**src/rtl/load_sweep_sequencer_if.sv**
```systemverilog
// Control/status bundle for the load sweep sequencer.
// master drives start/abort; slave (the sequencer) drives the bank enables and status.
interface load_sweep_sequencer_if #(
    parameter int NUM_BANKS = 16
);
    logic                 start;
    logic                 abort;
    logic [NUM_BANKS-1:0] bank_en;
    logic [15:0]          leds;
    logic [5:0]           level;
    logic                 busy;
    logic                 done;

    modport master (
        output start, abort,
        input  bank_en, leds, level, busy, done
    );

    modport slave (
        input  start, abort,
        output bank_en, leds, level, busy, done
    );
endinterface

```
**src/rtl/load_sweep_sequencer.sv**
```systemverilog
// Stepped ramp-up / hold / ramp-down sweep of thermometer-coded load bank enables.
// Define LOAD_SWEEP_LOOP_EN to restart the sweep automatically after each DONE cycle.
//
// state      | meaning
// IDLE       | all banks off, waiting for start
// RAMP_UP    | level rising by one bank every DWELL_CYCLES
// HOLD       | all banks on for HOLD_CYCLES
// RAMP_DOWN  | level falling by one bank every DWELL_CYCLES, level 0 dwelled too
// DONE       | one-cycle completion pulse
module load_sweep_sequencer #(
    parameter int NUM_BANKS    = 16,
    parameter int DWELL_CYCLES = 50000000,
    parameter int HOLD_CYCLES  = 100000000
) (
    input  logic                   clk100m,
    input  logic                   rstn,
    load_sweep_sequencer_if.slave  sweep
);

    typedef enum logic [2:0] {
        ST_IDLE,
        ST_RAMP_UP,
        ST_HOLD,
        ST_RAMP_DOWN,
        ST_DONE
    } state_t;

    localparam logic [31:0] DWELL_LAST = 32'(DWELL_CYCLES - 1);
    localparam logic [31:0] HOLD_LAST  = 32'(HOLD_CYCLES - 1);
    localparam logic [5:0]  LEVEL_MAX  = 6'(NUM_BANKS);

    state_t               state_q, state_d;
    logic [5:0]           level_q, level_d;
    logic [31:0]          cnt_q, cnt_d;
    logic                 busy_q, busy_d;
    logic                 done_q, done_d;
    logic [NUM_BANKS-1:0] bank_en_q, bank_en_d;
    logic [15:0]          leds_q, leds_d;

    always_ff @(posedge clk100m) begin
        if (!rstn) begin
            state_q   <= ST_IDLE;
            level_q   <= '0;
            cnt_q     <= '0;
            busy_q    <= 1'b0;
            done_q    <= 1'b0;
            bank_en_q <= '0;
            leds_q    <= '0;
        end else begin
            state_q   <= state_d;
            level_q   <= level_d;
            cnt_q     <= cnt_d;
            busy_q    <= busy_d;
            done_q    <= done_d;
            bank_en_q <= bank_en_d;
            leds_q    <= leds_d;
        end
    end

    always_comb begin
        state_d = state_q;
        level_d = level_q;
        cnt_d   = cnt_q + 32'd1;
        done_d  = 1'b0;

        case (state_q)
            ST_IDLE: begin
                cnt_d = '0;
                if (sweep.start) begin
                    state_d = ST_RAMP_UP;
                    level_d = 6'd1;
                end
            end
            ST_RAMP_UP: begin
                if (cnt_q == DWELL_LAST) begin
                    cnt_d = '0;
                    if (level_q < LEVEL_MAX) begin
                        level_d = level_q + 6'd1;
                    end else begin
                        state_d = ST_HOLD;
                    end
                end
            end
            ST_HOLD: begin
                if (cnt_q == HOLD_LAST) begin
                    cnt_d   = '0;
                    state_d = ST_RAMP_DOWN;
                    level_d = LEVEL_MAX - 6'd1;
                end
            end
            ST_RAMP_DOWN: begin
                if (cnt_q == DWELL_LAST) begin
                    cnt_d = '0;
                    if (level_q != 6'd0) begin
                        level_d = level_q - 6'd1;
                    end else begin
                        state_d = ST_DONE;
                        done_d  = 1'b1;
                    end
                end
            end
            ST_DONE: begin
                cnt_d = '0;
`ifdef LOAD_SWEEP_LOOP_EN
                state_d = ST_RAMP_UP;
                level_d = 6'd1;
`else
                state_d = ST_IDLE;
                level_d = 6'd0;
`endif
            end
            default: begin
                state_d = ST_IDLE;
                level_d = '0;
                cnt_d   = '0;
            end
        endcase

        // abort overrides every transition above, including DONE
        if (sweep.abort) begin
            state_d = ST_IDLE;
            level_d = '0;
            cnt_d   = '0;
            done_d  = 1'b0;
        end

        busy_d = (state_d == ST_RAMP_UP) || (state_d == ST_HOLD) || (state_d == ST_RAMP_DOWN);

        for (int i = 0; i < NUM_BANKS; i++) begin
            bank_en_d[i] = (level_d > 6'(i));
        end
        for (int i = 0; i < 16; i++) begin
            leds_d[i] = (i < NUM_BANKS) && (level_d > 6'(i));
        end
    end

    assign sweep.bank_en = bank_en_q;
    assign sweep.leds    = leds_q;
    assign sweep.level   = level_q;
    assign sweep.busy    = busy_q;
    assign sweep.done    = done_q;

endmodule

```
**src/flat_wrapper.sv**
```systemverilog
// flat-port wrapper written by rule: the top's interface ports become plain ports
module load_sweep_sequencer_flat 
#(
    parameter int NUM_BANKS    = 16,
    parameter int DWELL_CYCLES = 50000000,
    parameter int HOLD_CYCLES  = 100000000
)
  (clk100m, rstn, sweep_start, sweep_abort, sweep_bank_en, sweep_leds, sweep_level, sweep_busy, sweep_done);
  load_sweep_sequencer_if #(.NUM_BANKS(NUM_BANKS)) sweep_i ();
  input  logic clk100m;
  input  logic rstn;
  input wire logic [$bits(sweep_i.start)-1:0] sweep_start;
  input wire logic [$bits(sweep_i.abort)-1:0] sweep_abort;
  output wire logic [$bits(sweep_i.bank_en)-1:0] sweep_bank_en;
  output wire logic [$bits(sweep_i.leds)-1:0] sweep_leds;
  output wire logic [$bits(sweep_i.level)-1:0] sweep_level;
  output wire logic [$bits(sweep_i.busy)-1:0] sweep_busy;
  output wire logic [$bits(sweep_i.done)-1:0] sweep_done;
  assign sweep_i.start = sweep_start;
  assign sweep_i.abort = sweep_abort;
  assign sweep_bank_en = sweep_i.bank_en;
  assign sweep_leds = sweep_i.leds;
  assign sweep_level = sweep_i.level;
  assign sweep_busy = sweep_i.busy;
  assign sweep_done = sweep_i.done;
  load_sweep_sequencer #(.NUM_BANKS(NUM_BANKS), .DWELL_CYCLES(DWELL_CYCLES), .HOLD_CYCLES(HOLD_CYCLES)) u_core (.clk100m(clk100m), .rstn(rstn), .sweep(sweep_i));
endmodule
```
**config.mk**
```make
export PLATFORM = sky130hd
export DESIGN_NAME = load_sweep_sequencer_flat
export DESIGN_NICKNAME = d
export VERILOG_FILES = /design/src/rtl/load_sweep_sequencer_if.sv /design/src/rtl/load_sweep_sequencer.sv /design/src/flat_wrapper.sv
export SDC_FILE = /design/constraint.sdc
export NUM_CORES = 1
export LEC_CHECK = 0
export BUFFER_PORTS_ARGS = -buffer_cell sky130_fd_sc_hd__clkbuf_2
export CAP_MARGIN = 15
export CORE_MARGIN = 8
export CORE_UTILIZATION = 55
export CTS_CLUSTER_DIAMETER = 150
export DETAILED_ROUTE_END_ITERATION = 16
export PLACE_DENSITY = 0.74
export SYNTH_ARGS = -nofsm -noshare
export SYNTH_HDL_FRONTEND = slang
export SYNTH_SLANG_ARGS = --single-unit
```
**constraint.sdc**
```tcl
create_clock -name clk100m -period 8.11 [get_ports clk100m]
set_input_delay 0.4055 -clock clk100m [delete_from_list [all_inputs] [get_ports clk100m]]
set_output_delay 0.4055 -clock clk100m [all_outputs]
set_load 0.03 [all_outputs]
```
==> flow_metrics.py, run 1 <==
metrics = {
    "routing": {
        "drcViolationCount": 0,
        "ant_nets": 0,
        "totalWireLength_um": 7130,
        "drt_iter0_drc": 227,
        "wl_per_cell_um": 15.5,
        "viasPerCell": 5.83,
        "num_vias": 2684,
        "detail_route.first_pass.iterations": 5,
    },
    "floorplan": {
        "core-area_mm2": 0.00544,
        "die_height_um": 90.6,
        "rows": 27,
        "die-area_mm2": 0.00822,
        "die_w_um": 90.6,
        "io_pins": 44,
        "start_util_pct": 56.3,
    },
    "cells_and_area": {
        "n_antenna_cell": 0,
        "drive_above_1_share_pct": 20.1,
        "nets": 391,
        "n_fill_cell": 492,
        "area_growth_pct": 11.1,
        "design_area_mm2": 0.00341,
    },
    "synthesis": {
        "syn_area_mm2": 0.00306,
        "avgSynthCellArea_um2": 8.61,
        "syn_nets": 364,
        "ys.flop_type": "dfxtp_1",
        "yosysWarnings": 0,
        "synth_cell_types": 62,
        "yosysSeqAreaShare_pct": 38.5,
        "synthArstFlopShare_pct": 0,
        "syn-instance-count": 356,
        "ys_seq_elements": 59,
        "synth-edff-count": 0,
    },
    "worst_hold_path": {
        "hold_end": "u_core.state_q[2]$_SDFF_PN0_",
        "holdPathStages": 2,
        "min_path_type": "in2reg",
        "min-delay-start": "sweep_abort",
    },
    "sta": {
        "finalSetupViolations": 0,
        "slew_violations": 0,
        "rsz0062_at_grt": "false",
        "tns_ns": 0,
        "fin_crit_ns": 3.26,
        "worst_pin_slew_ns": 0.583,
        "finClkSkew_ns": 0.0140,
        "relSlewSlack_pct": 60.8,
        "max_clock_freq_ghz": 0.307,
        "finalCritPeriodShare_pct": 40.2,
        "final-hold-violation-count": 0,
    },
    "global_routing": {
        "globalRouteMet2Util_pct": 27.6,
        "grt_max_degree": 32,
        "met3_usage_pct": 5.99,
        "overflow": 0,
        "grt-busiest-layer": "met2",
        "grt_pass1_wl_um": 11800,
        "grt_util_all_layers_pct": 17.5,
        "grt_pass1_vias": 2464,
        "antenna_found_initial": 0,
        "groute.layer.met1.usage_pct": 20.7,
    },
    "cts": {
        "clock-sinks": 59,
        "insertion_delay_ns": 0.34,
        "cts_inserted_buffers": 9,
        "clock_path_buffers": 2,
        "cts_resized": 0,
        "cts_tree": "done",
        "root_buffer": "clkbuf_8",
        "clkTransAtPathRegs_ns": 0.07,
        "cts.hold.buffers_added": 0,
        "post_cts_buffers": 0,
        "h-tree-depth": 3,
    },
    "placed_design": {
        "post_dp_cell_area_mm2": 0.00320,
        "globalplace.congestion": 0.940,
        "post-dp-hpwl_um": 5200,
        "io_buffers": 43,
    },
    "setup_path": {
        "worst-setup-path-type": "reg2reg",
        "crit_fanout": 6,
        "r2r_start": "u_core.cnt_q[9]$_SDFF_PP0_",
        "start_kind": "flop",
        "arrival_ns": 3.54,
        "r2r_end": "u_core.sweep.bank_en[12]$_SDFF_PN0_",
        "required_ns": 8.39,
        "rr_worst_depth": 8,
        "cp-end-kind": "flop",
        "rrSetupSlack_ns": 4.85,
    },
    "power_and_ir_drop": {
        "p_leak_nw": 1.27,
        "ir_drop_mv": 0.125,
        "pwr_density_cell_mw_per_mm2": 165,
    },
    "run_status": {
        "status": "finished, final reports clean",
    },
    "job": {
        "max_cap_viol_count": 0,
    },
}
==> critical path, cell delays in order (launching register included) <==
cell and delay (ns):
dfxtp_1 0.35, or4b_1 0.57, nor4_1 0.56, nand4_1 0.38, or2_1 0.37, a41oi_1 0.33
o21ai_0 0.15, a21oi_1 0.30, a21boi_1 0.19
==> final cells by class <==
type,instances,area (um^2),area share [%]
clock buffer,13,169,4.96
clock inverter,3,21.3,0.625
inverter,7,26.3,0.771
multi-input combinational,262,1690,49.7
sequential,59,1180,34.7
tap,72,90.1,2.65
timing repair buffer,44,226,6.65
==> worst max path at each step <==
stage / start / endpoint / slack (ns) / cells past startpoint
after floorplan: u_core.cnt_q[27]$_SDFF_PP0_ / u_core.sweep.bank_en[0]$_SDFF_PN0_ / 5.17 / 8
after global placement: u_core.cnt_q[27]$_SDFF_PP0_ / u_core.sweep.bank_en[10]$_SDFF_PN0_ / 4.99 / 8
after detailed placement: u_core.cnt_q[9]$_SDFF_PP0_ / u_core.cnt_q[8]$_SDFF_PP0_ / 4.77 / 7
after CTS: u_core.cnt_q[9]$_SDFF_PP0_ / u_core.cnt_q[8]$_SDFF_PP0_ / 4.75 / 7
after global routing: u_core.cnt_q[9]$_SDFF_PP0_ / u_core.sweep.bank_en[12]$_SDFF_PN0_ / 4.48 / 8
final: u_core.cnt_q[9]$_SDFF_PP0_ / u_core.sweep.bank_en[12]$_SDFF_PN0_ / 4.85 / 8
==> cells in the mapped netlist, types with 3 or more instances <==
cell type	n	area, um^2
nor2_1	58	218
buf_4	16	120
nand4_1	8	50.1
xnor2_1	14	123
o211ai_1	3	22.5
and3_1	9	56.3
o21ai_0	10	50.1
o31a_1	3	26.3
or2_2	4	25.0
nor2b_1	4	25.0
clkbuf_1	11	41.3
a21oi_1	10	50.1
nand3_1	21	105
or4_4	3	33.8
inv_1	7	26.3
nor3_1	11	55.1
ha_1	4	50.1
xor2_1	18	158
o21a_1	5	37.5
dfxtp_1	59	1180
nand4b_1	3	26.3
nor4_1	5	31.3
and2_1	5	31.3
nand2_1	13	48.8
==> state kept, by name, summed over array words and instances, names as in the netlist <==
name	count
u_core.cnt_q	32
u_core.state_q	3
u_core.sweep.bank_en	16
u_core.sweep.busy	1
u_core.sweep.done	1
u_core.sweep.level	6
==> cell families after synthesis <==
kind of cell / count (synthesis) / share of synthesized area [%]
muxes: 3 / 1.02
AOI/OAI and AO/OA: 54 / 12.9
adders and majority gates: 4 / 1.63
and+or+nand+nor: 169 / 30.5
buffers and inverters: 35 / 6.25
DFF: 59 / 38.5
xor gates and xnor gates: 32 / 9.15
==> report_power, final <==
group | internal [mW] | switching (mW) | total, mW
clock | 0.136 | 0.114 | 0.250
combinational | 0.00581 | 0.0138 | 0.0196
sequential | 0.291 | 0.00137 | 0.292
==> metal layers <==
layer	up-vias	routed length [um]
met3	17	602
li1	1312	-
met4	0	162
met2	112	3450
met5	-	0
met1	1243	2910
==> metrics by stage <==
stage	utilization, %	setup WS (ns)	hold WS [ns]	instances	total power, mW
after global placement	58.9	4.99	0.426	443	0.317
after detailed placement	58.9	4.77	0.441	443	0.317
final	62.6	4.85	0.352	460	0.562
after CTS	62.4	4.75	0.327	459	0.567
after global routing	62.6	4.48	0.340	460	0.581
after floorplan	-	5.17	0.418	356	0.312
==> placed cells by master, fill, tap and decap left out, drive strengths merged, types with 6 or more instances in the layout <==
cell type,Yosys,routed
dfxtp,59,59
nor2,59,59
clkbuf,11,56
nand3,21,21
xor2,18,18
xnor2,14,14
nand2,13,13
nor3,12,12
o21ai,12,12
a21oi,11,11
and3,9,9
nand4,8,8
inv,7,7
nor4,6,6
Power figures use the tool's default switching activity.
==> run 2: changes to the inputs <==
- CORE_UTILIZATION: 55 -> 51
- PLACE_DENSITY: 0.74 -> 0.72
- clock period: 8.11 -> 2.95 ns (I/O delays scaled with it)
==> run 2 against run 1 <==
The flow now finishes with violations (negative setup slack). Sequential share of layout area down 2.4 points. Flip-flop and latch count stayed put. Cell count is 5.4% higher. Combinational power grew to 2.8 times the previous value. Global-route usage grew 0.83 points. Register-to-register slack worse by 4.9 ns. First-iteration DRC count decreased by 44%. Hold slack got worse by 0.27 ns. Utilization hardly changed. Sequential power grew to 2.8 times the previous value. Routed wire length rose by 5.1%. Clock power grew to 3.2 times the previous value. Largest power group unchanged.
==> flow_metrics.py, run 2 (synthesis gave the netlist of run 1 again) <==
metrics = {
    "worst_hold_path": {
        "min-delay-start": "sweep_abort",
        "holdPathStages": 2,
        "hold_end": "u_core.sweep.done$_SDFF_PP0_",
        "min_path_type": "in2reg",
    },
    "floorplan": {
        "rows": 28,
        "die_w_um": 93.5,
        "die_height_um": 93.5,
        "start_util_pct": 52.4,
        "io_pins": 44,
        "core-area_mm2": 0.00585,
        "die-area_mm2": 0.00874,
    },
    "cells_and_area": {
        "final_cell_mix": "58 x dfxtp_1, 57 x nor2_1, 43 x clkbuf_2, 23 x buf_4, 21 x nand3_1",
        "layout_commonest_cell": "dfxtp_1",
        "nets": 414,
        "final_util_pct": 62.6,
        "finalNonFillerCells": 485,
        "multi_input_area_mm2": 0.00174,
        "drive_above_1_share_pct": 27.1,
        "n_antenna_cell": 0,
        "top_register": "u_core.cnt_q",
        "design_area_mm2": 0.00366,
        "n_fill_cell": 515,
        "area_growth_pct": 19.6,
        "regArea_mm2": 0.00118,
        "largest_reg_flops": 32,
    },
    "setup_path": {
        "cp_slowest_cell": "or4_4",
        "arrival_ns": 3.26,
        "start_kind": "flop",
        "crit_chain": "or4_4 > or4_4 > or4_4 > o211ai_2 > nand3_1 > o21a_2 > nand2b_4 > o31a_1",
        "critPathMaxStageDelay_ns": 0.58,
        "cp_top_family": "simple AND/OR/NAND/NOR gates",
        "crit_fanout": 6,
        "rrSetupSlack_ns": -0.09,
        "required_ns": 3.18,
        "r2r_end": "u_core.sweep.bank_en[0]$_SDFF_PN0_",
        "critical_path_buf_inv_count": 0,
        "rr_worst_depth": 8,
        "r2r_start": "u_core.cnt_q[29]$_SDFF_PP0_",
        "worst-setup-path-type": "reg2reg",
        "cp-end-kind": "flop",
        "crit_top_cell": "or4_4",
    },
    "routing": {
        "viasPerCell": 5.59,
        "drt_iter0_drc": 126,
        "num_vias": 2710,
        "drcViolationCount": 0,
        "ant_nets": 0,
        "detail_route.first_pass.iterations": 4,
        "wl_per_cell_um": 15.5,
        "totalWireLength_um": 7490,
    },
    "power_and_ir_drop": {
        "total_power_mw": 1.65,
        "p_leak_nw": 1.42,
        "ir_drop_mv": 0.437,
        "pwr_density_cell_mw_per_mm2": 449,
    },
    "global_routing": {
        "overflow": 0,
        "grt_util_all_layers_pct": 18.3,
        "globalRouteMet2Util_pct": 31.3,
        "groute.layer.met1.usage_pct": 20.7,
        "grt_pass1_wl_um": 12800,
        "grt_max_degree": 32,
        "met3_usage_pct": 5.93,
        "grt_pass1_vias": 2665,
        "antenna_found_initial": 0,
        "grt-busiest-layer": "met2",
    },
    "placed_design": {
        "pre_cts_ws_ns": -0.0704,
        "place_inst": 469,
        "io_buffers": 43,
        "post-dp-hpwl_um": 5610,
        "post_dp_cell_area_mm2": 0.00339,
        "globalplace.congestion": 0.924,
    },
    "run_status": {
        "violations": "negative setup slack",
        "status": "complete, but fails checks",
    },
    "sta": {
        "tns_ns": -0.209,
        "postLayoutSetupSlackWorst_ns": -0.0869,
        "finClkSkew_ns": 0.00849,
        "fin_crit_ns": 3.04,
        "final-hold-violation-count": 0,
        "finalCritPeriodShare_pct": 103,
        "slew_violations": 0,
        "holdWs_ns": 0.0798,
        "worst_pin_slew_ns": 0.549,
        "rsz0062_at_grt": "true",
        "finalSetupViolations": 6,
        "relSlewSlack_pct": 63.0,
        "max_clock_freq_ghz": 0.329,
    },
    "job": {
        "max_cap_viol_count": 0,
    },
    "cts": {
        "cts_tree": "done",
        "clock_path_buffers": 2,
        "cts.hold.buffers_added": 0,
        "h-tree-depth": 3,
        "root_buffer": "clkbuf_8",
        "insertion_delay_ns": 0.34,
        "clkTransAtPathRegs_ns": 0.07,
        "cts_inserted_buffers": 9,
        "clock-sinks": 59,
    },
}
## run 2: cell count changes in the layout (fill, tap and decap cells not counted), moves of 2 or more
cell | previous run | this run
buf_4 | 0 | 23
nor3_1 | 11 | 9
o21ai_0 | 10 | 7
o21ai_1 | 2 | 5
## run 2: per-layer routing
layer,up-vias,part of all wire (%)
met2,64,49
li1,1348,-
met3,18,4.6
met4,0,2.8
met5,-,0
met1,1280,43
## run 2: cell type report
cell class | count | area share, %
multi-input combinational | 262 | 47.5
sequential | 59 | 32.3
timing repair buffer | 67 | 11.1
clock buffer | 14 | 4.98
tap | 75 | 2.56
clock inverter | 1 | 0.819
inverter | 7 | 0.717
## run 2: worst max-delay path by stage
stage | from | end | slack (ns) | cells past startpoint
after CTS | u_core.cnt_q[27]$_SDFF_PP0_ | u_core.sweep.bank_en[0]$_SDFF_PN0_ | -0.09 | 8
after global placement | u_core.cnt_q[27]$_SDFF_PP0_ | u_core.sweep.bank_en[0]$_SDFF_PN0_ | -0.04 | 8
after floorplan | u_core.cnt_q[27]$_SDFF_PP0_ | u_core.sweep.bank_en[0]$_SDFF_PN0_ | 0.005 | 8
after detailed placement | u_core.cnt_q[27]$_SDFF_PP0_ | u_core.sweep.bank_en[0]$_SDFF_PN0_ | -0.07 | 8
after global routing | u_core.cnt_q[29]$_SDFF_PP0_ | u_core.sweep.bank_en[0]$_SDFF_PN0_ | -0.13 | 8
final | u_core.cnt_q[29]$_SDFF_PP0_ | u_core.sweep.bank_en[0]$_SDFF_PN0_ | -0.09 | 8
## run 2: power breakdown
| group | internal [mW] | total, mW | switching (mW) |
|---|---|---|---|
| clock network | 0.478 | 0.789 | 0.310 |
| registers | 0.799 | 0.803 | 0.00380 |
| logic | 0.0165 | 0.0550 | 0.0385 |
## run 2: repair_timing
item                                   in CTS  in global routing
setup endpoints to repair                   9                 15
buffers inserted                            0                  1
pin swaps                                   0                  2
gates resized for setup                     3                 12
endpoints found under the hold margin       0                  0
